## src/rtl/turn_controller.sv

```systemverilog
// Turn sequencer for the memory-race game: owns player order, per-turn
// card mask and reveal timing, and drives the data path's command strobes.
module turn_controller #(
    parameter int REVEAL_CYCLES = 50_000_000,
    parameter int CHECK_LAT     = 1,
    parameter int NUM_CARDS     = 12
) (
    input  logic       clk,
    input  logic       rst,
    input  logic       start,
    input  logic [1:0] N,
    input  logic       pick_valid,
    input  logic [3:0] pick_idx,
    input  logic       go,
    input  logic       W,
    output logic       check_req,
    output logic [3:0] card_idx,
    output logic       reveal,
    output logic       move_en,
    output logic       flip_back,
    output logic       statecombo_next_turn,
    output logic [1:0] T,
    output logic       game_over,
    output logic [1:0] winner
);

    localparam int TW = $clog2(REVEAL_CYCLES + 1);
    localparam int LW = (CHECK_LAT < 1) ? 1 : $clog2(CHECK_LAT + 1);
    localparam logic [TW-1:0] RMAX = TW'(REVEAL_CYCLES - 1);
    localparam logic [LW-1:0] LEND = LW'(CHECK_LAT);
    localparam logic [4:0] NC = 5'(NUM_CARDS);

    typedef enum logic [2:0] {
        S_IDLE, S_WAIT_PICK, S_CHECK, S_MOVE,
        S_WIN_CHECK, S_REVEAL, S_NEXT, S_GAME_OVER
    } state_t;

    state_t                 r_state, w_state;
    logic [NUM_CARDS-1:0]   r_mask, w_mask;
    logic [TW-1:0]          r_timer, w_timer;
    logic [LW-1:0]          r_lat, w_lat;
    logic [1:0]             r_nl, w_nl;
    logic [1:0]             r_t, w_t;
    logic [3:0]             r_card, w_card;
    logic                   r_check, w_check;
    logic                   r_reveal, w_reveal;
    logic                   r_move, w_move;
    logic                   r_flip, w_flip;
    logic                   r_next, w_next;
    logic                   r_gover, w_gover;
    logic [1:0]             r_winner, w_winner;
    logic [NUM_CARDS-1:0]   w_onehot;
    logic                   w_pick_ok;
    logic                   w_adv;

    // Out-of-range indices shift the bit out entirely; the range test rejects them
    assign w_onehot  = NUM_CARDS'(1) << pick_idx;
    assign w_pick_ok = ({1'b0, pick_idx} < NC) && ((r_mask & w_onehot) == '0);

    always_comb begin
        w_state  = r_state;
        w_mask   = r_mask;
        w_timer  = r_timer;
        w_lat    = r_lat;
        w_nl     = r_nl;
        w_t      = r_t;
        w_card   = r_card;
        w_check  = 1'b0;
        w_reveal = r_reveal;
        w_move   = 1'b0;
        w_flip   = 1'b0;
        w_next   = 1'b0;
        w_gover  = r_gover;
        w_winner = r_winner;
        w_adv    = 1'b0;
        unique case (r_state)
            S_IDLE, S_GAME_OVER: begin
                if (start) begin
                    w_nl     = (N == 2'd0) ? 2'd1 : N;
                    w_t      = 2'd0;
                    w_mask   = '0;
                    w_gover  = 1'b0;
                    w_winner = 2'd0;
                    w_state  = S_WAIT_PICK;
                end
            end
            S_WAIT_PICK: begin
                if (pick_valid && w_pick_ok) begin
                    w_card   = pick_idx;
                    w_mask   = r_mask | w_onehot;
                    w_reveal = 1'b1;
                    w_check  = 1'b1;
                    w_lat    = '0;
                    w_state  = S_CHECK;
                end
            end
            S_CHECK: begin
                if (r_lat == LEND) begin
                    if (go) begin
                        w_move  = 1'b1;
                        w_state = S_MOVE;
                    end else begin
                        w_timer = '0;
                        w_state = S_REVEAL;
                    end
                end else begin
                    w_lat = r_lat + 1'b1;
                end
            end
            S_MOVE: w_state = S_WIN_CHECK;
            S_WIN_CHECK: begin
                if (W) begin
                    w_winner = r_t;
                    w_gover  = 1'b1;
                    w_reveal = 1'b0;
                    w_state  = S_GAME_OVER;
                end else if (&r_mask) begin
                    w_adv = 1'b1;
                end else begin
                    w_state = S_WAIT_PICK;
                end
            end
            S_REVEAL: begin
                if (r_timer == RMAX) w_adv = 1'b1;
                else w_timer = r_timer + 1'b1;
            end
            S_NEXT: w_state = S_WAIT_PICK;
            default: w_state = S_IDLE;
        endcase
        if (w_adv) begin
            w_flip   = 1'b1;
            w_next   = 1'b1;
            w_reveal = 1'b0;
            w_mask   = '0;
            w_t      = (r_t == r_nl) ? 2'd0 : r_t + 2'd1;
            w_state  = S_NEXT;
        end
    end

    always_ff @(posedge clk or negedge rst) begin
        if (!rst) begin
            r_state  <= S_IDLE;
            r_mask   <= '0;
            r_timer  <= '0;
            r_lat    <= '0;
            r_nl     <= 2'd0;
            r_t      <= 2'd0;
            r_card   <= 4'd0;
            r_check  <= 1'b0;
            r_reveal <= 1'b0;
            r_move   <= 1'b0;
            r_flip   <= 1'b0;
            r_next   <= 1'b0;
            r_gover  <= 1'b0;
            r_winner <= 2'd0;
        end else begin
            r_state  <= w_state;
            r_mask   <= w_mask;
            r_timer  <= w_timer;
            r_lat    <= w_lat;
            r_nl     <= w_nl;
            r_t      <= w_t;
            r_card   <= w_card;
            r_check  <= w_check;
            r_reveal <= w_reveal;
            r_move   <= w_move;
            r_flip   <= w_flip;
            r_next   <= w_next;
            r_gover  <= w_gover;
            r_winner <= w_winner;
        end
    end

    assign check_req            = r_check;
    assign card_idx             = r_card;
    assign reveal               = r_reveal;
    assign move_en              = r_move;
    assign flip_back            = r_flip;
    assign statecombo_next_turn = r_next;
    assign T                    = r_t;
    assign game_over            = r_gover;
    assign winner               = r_winner;

endmodule

```

## config.mk

```make
export PLATFORM = sky130hd
export DESIGN_NAME = turn_controller
export DESIGN_NICKNAME = d
export VERILOG_FILES = /design/src/rtl/turn_controller.sv
export SDC_FILE = /design/constraint.sdc
export NUM_CORES = 1
export LEC_CHECK = 0
export BUFFER_PORTS_ARGS = -buffer_cell sky130_fd_sc_hd__buf_2
export CORE_MARGIN = 3
export CORE_UTILIZATION = 45
export CTS_BUF_LIST = sky130_fd_sc_hd__clkbuf_8
export DETAILED_ROUTE_END_ITERATION = 8
export PLACE_DENSITY_LB_ADDON = 0.05
export RECOVER_POWER = 100
export SLEW_MARGIN = 20
export SYNTH_ARGS = -nofsm -noshare
export SYNTH_HDL_FRONTEND = slang
export SYNTH_SLANG_ARGS = --single-unit
```

## constraint.sdc

```tcl
create_clock -name clk -period 3.2 [get_ports clk]
set_clock_uncertainty 0.05 [all_clocks]
set_input_delay 0.64 -clock clk [delete_from_list [all_inputs] [get_ports clk]]
set_output_delay 0.64 -clock clk [all_outputs]
set_load 0.01 [all_outputs]
```

==> key figures <==
Floorplan
  • Initial Util: 47.1%
  • Die H: 88.2 um
  • Die area: 7780 sq um
  • I/O pin cnt: 26
  • Area of the core: 6460 sq um
  • Die width: 88.2 um
  • Row cnt: 29

Cells and area
  • Area grow syn2layout: 11.2%
  • Fin nets: 363
  • Layout cells sized above 1: 12.1%
  • Antenna cells: 0

Clocking
  • CTS Hold Bufs: 0
  • Clock latency on the worst-skew pair: 0.34 ns
  • Post-CTS resize count: 0
  • Setup Fix Bufs, Post-CTS: 0
  • Clock tree buffer depth: 2
  • Htree depth: 3
  • Clock Sink Count: 57
  • CTS tree: built
  • CTS Root Cell: clkbuf_8
  • Reg clk slew, reported paths: 0.07 ns
  • CTS Buf Count: 9

Logic synthesis
  • Primary FF master, synth: dfrtp_1
  • Sequential element share of the synthesized area: 46.9%
  • Netlist cell types: 53
  • EDFF count, synth: 0
  • Mapped Area: 3040 sq um
  • Cell count after synthesis: 321
  • Post-synth ARST share: 100%
  • #FFs+latches synth: 57
  • Syn Nets: 334
  • Yosys Warn Count: 0
  • Syn_area_per_cell: 9.47 sq um

GRT
  • Pin count of the biggest net entering global routing: 25
  • Global Route Usage Sum: 19.6%
  • Total gr overflow: 0
  • Initial antenna violation count: 0
  • Number of global-route vias before repair: 2,464
  • Global-route wire length before repair: 11,900 um

Timing
  • Final Hold Fails: 0
  • Setup TNS: 0 ns
  • Slack of the critical path: 0.479 ns
  • Clock period minus worst slack: 2.72 ns
  • Final period utilization: 85.0%
  • Worst-Margin Slew: 1.31 ns
  • Slew margin rel.: 12.5%
  • Final setup viols: 0
  • F_max: 0.368 GHz
  • Slew Limit Fails: 0
  • RSZ-0062 raised after global routing: no

Place
  • DP Worst Slack: 0.728 ns
  • Port buffer count: 25
  • GP Congestion: 0.816
  • HPWL Detailed: 4740 um

Route
  • DRT iter0 DRCs: 148
  • Antenna Violating Nets Remaining: 0
  • Routed wire length: 6850 um
  • Mean routed wirelength per cell: 15.9 um
  • First-pass DRT Iterations: 4
  • Via count: 2,550
  • Via/cell ratio: 5.90
  • DRC violations left: 0

Critical path
  • CP Max Fanout: 10
  • RR Endpoint: r_mask[5]$_DFFE_PN0P_
  • Endpoint type of the worst setup path: flop
  • Setup slack, reg-to-reg: 0.62 ns
  • RR Startpoint: r_timer[0]$_DFFE_PN0P_
  • Crit path DAT: 2.89 ns
  • Critical path launch point type: input pin
  • Critical path class: input pin to flop
  • Critical path required time: 3.37 ns
  • R2R cell count: 7

Run status
  • Status: complete, no violations

Hold path
  • Worst min path class: input pin to asynchronous set/reset pin

Pwr
  • Pwr per Cell Area: 795 nW/um^2
  • Total Power: 2690 uW
  • Pleak: 0.00141 uW
  • Maximum vdd drop: 0.000381 V

Run
  • Max-cap violation count: 0
[power breakdown]
| part | leakage, uW | internal [uW] | switching (uW) | total [uW] |
|---|---|---|---|---|
| clock | 0.000110 | 431 | 299 | 730 |
| sequential | 0.000753 | 972 | 291 | 1260 |
| combinational | 0.000544 | 315 | 377 | 692 |
| total | 0.00141 | 1720 | 967 | 2690 |
[metal layers]
| metal | GRT usage [%] | wire [um] | vias to the layer above |
|---|---|---|---|
| li1 | - | - | 1257 |
| met1 | 26.7 | 3230 | 1237 |
| met2 | 30.7 | 3320 | 44 |
| met3 | 3.76 | 183 | 12 |
| met4 | 8.24 | 117 | 0 |
| met5 | 0 | 0 | - |
[synth_stat cells (3+ instances only)]
cell type | instances | area, sq um
buf_2 | 6 | 30.0
o21ai_0 | 22 | 110
a21o_1 | 3 | 22.5
or3_1 | 13 | 81.3
mux2i_1 | 5 | 50.1
o211ai_1 | 7 | 52.6
inv_1 | 7 | 26.3
nor3_1 | 4 | 20.0
mux2_2 | 7 | 78.8
nand2_1 | 37 | 139
nor3b_1 | 3 | 22.5
nor2b_1 | 5 | 31.3
clkbuf_1 | 5 | 18.8
o31ai_1 | 5 | 37.5
nor2_1 | 24 | 90.1
nand4_1 | 11 | 68.8
or4_1 | 10 | 75.1
dfrtp_1 | 57 | 1430
nor4_1 | 4 | 25.0
a31oi_1 | 12 | 75.1
nand3_1 | 13 | 65.1
a21oi_1 | 16 | 80.1
nand3b_1 | 5 | 37.5
[cell families after synthesis]
family	share of synthesized area [%]
adders and majority gates	0.411
buffers and inverters	3.46
and+or+nand+nor	25.9
AOI/OAI and AO/OA	18.5
xor gates and xnor gates	0.576
DFF	46.9
muxes	4.24
[flip-flops by register name (all words and copies together), names as in the netlist, 2 cells and up]
register and count:
T 2, card_idx 4, r_nl 2, r_state 3, r_timer 26, r_mask 12, winner 2
[worst max-delay path by stage]
stage          cells after the start  slack, ns                    from                      end
3_5_place_dp                       6       0.73             pick_idx[1]  card_idx[1]$_DFFE_PN0P_
5_1_grt                            7       0.27  r_timer[0]$_DFFE_PN0P_    r_mask[1]$_DFFE_PN0P_
2_1_floorplan                      6       0.86             pick_idx[1]  card_idx[0]$_DFFE_PN0P_
4_1_cts                            6       0.72  r_timer[7]$_DFFE_PN0P_  r_timer[20]$_DFFE_PN0P_
6_report                           6       0.48             pick_idx[1]  card_idx[2]$_DFFE_PN0P_
3_3_place_gp                       6       0.73  r_timer[7]$_DFFE_PN0P_  r_timer[20]$_DFFE_PN0P_
[worst max-delay path, stage by stage]
cell and delay (ns):
clkbuf_1 0.36, mux2_2 0.39, a22o_1 0.20, a2111oi_0 0.57, nand2_1 0.37, mux2_2 0.36
[cell usage in the layout, fill, tap and decap left out, types with 3 or more instances in the layout]
cell type,instances
buf_4,4
nor2_1,24
nor3_1,4
o211ai_1,9
o21ai_0,23
clkbuf_1,20
dfrtp_1,57
a21o_1,3
nor2b_1,5
buf_2,9
nor4_1,4
mux2i_1,5
nand2_1,38
or3_1,13
nand3_1,13
mux2_2,7
inv_1,8
nand3b_1,5
clkinv_2,3
a21oi_1,16
nand4_1,11
clkbuf_8,9
o31ai_1,5
a31oi_1,12
or4_1,11
[layout make-up]
class | count | area [sq um]
fillers | 623 | 3080
repair buffers | 33 | 150
multi-input cells | 242 | 1470
clock inverters | 7 | 86.3
clock buffers | 9 | 124
flip-flops and latches | 57 | 1430
inverters | 7 | 26.3
well taps | 77 | 96.3
[through the flow]
| step | instance area (sq um) | hold WS, ns | cells | util [%] |
|---|---|---|---|---|
| 3_5_place_dp | 3250 | 0.415 | 416 | 50.3 |
| 4_1_cts | 3460 | 0.149 | 432 | 53.5 |
| 6_report | 3380 | 0.299 | 432 | 52.3 |
| 3_3_place_gp | 3250 | 0.409 | 416 | 50.3 |
| 5_1_grt | 3380 | 0.367 | 432 | 52.3 |
| 2_1_floorplan | 3040 | 0.294 | 321 | - |
Note: power is estimated with default switching activity, not from simulation.
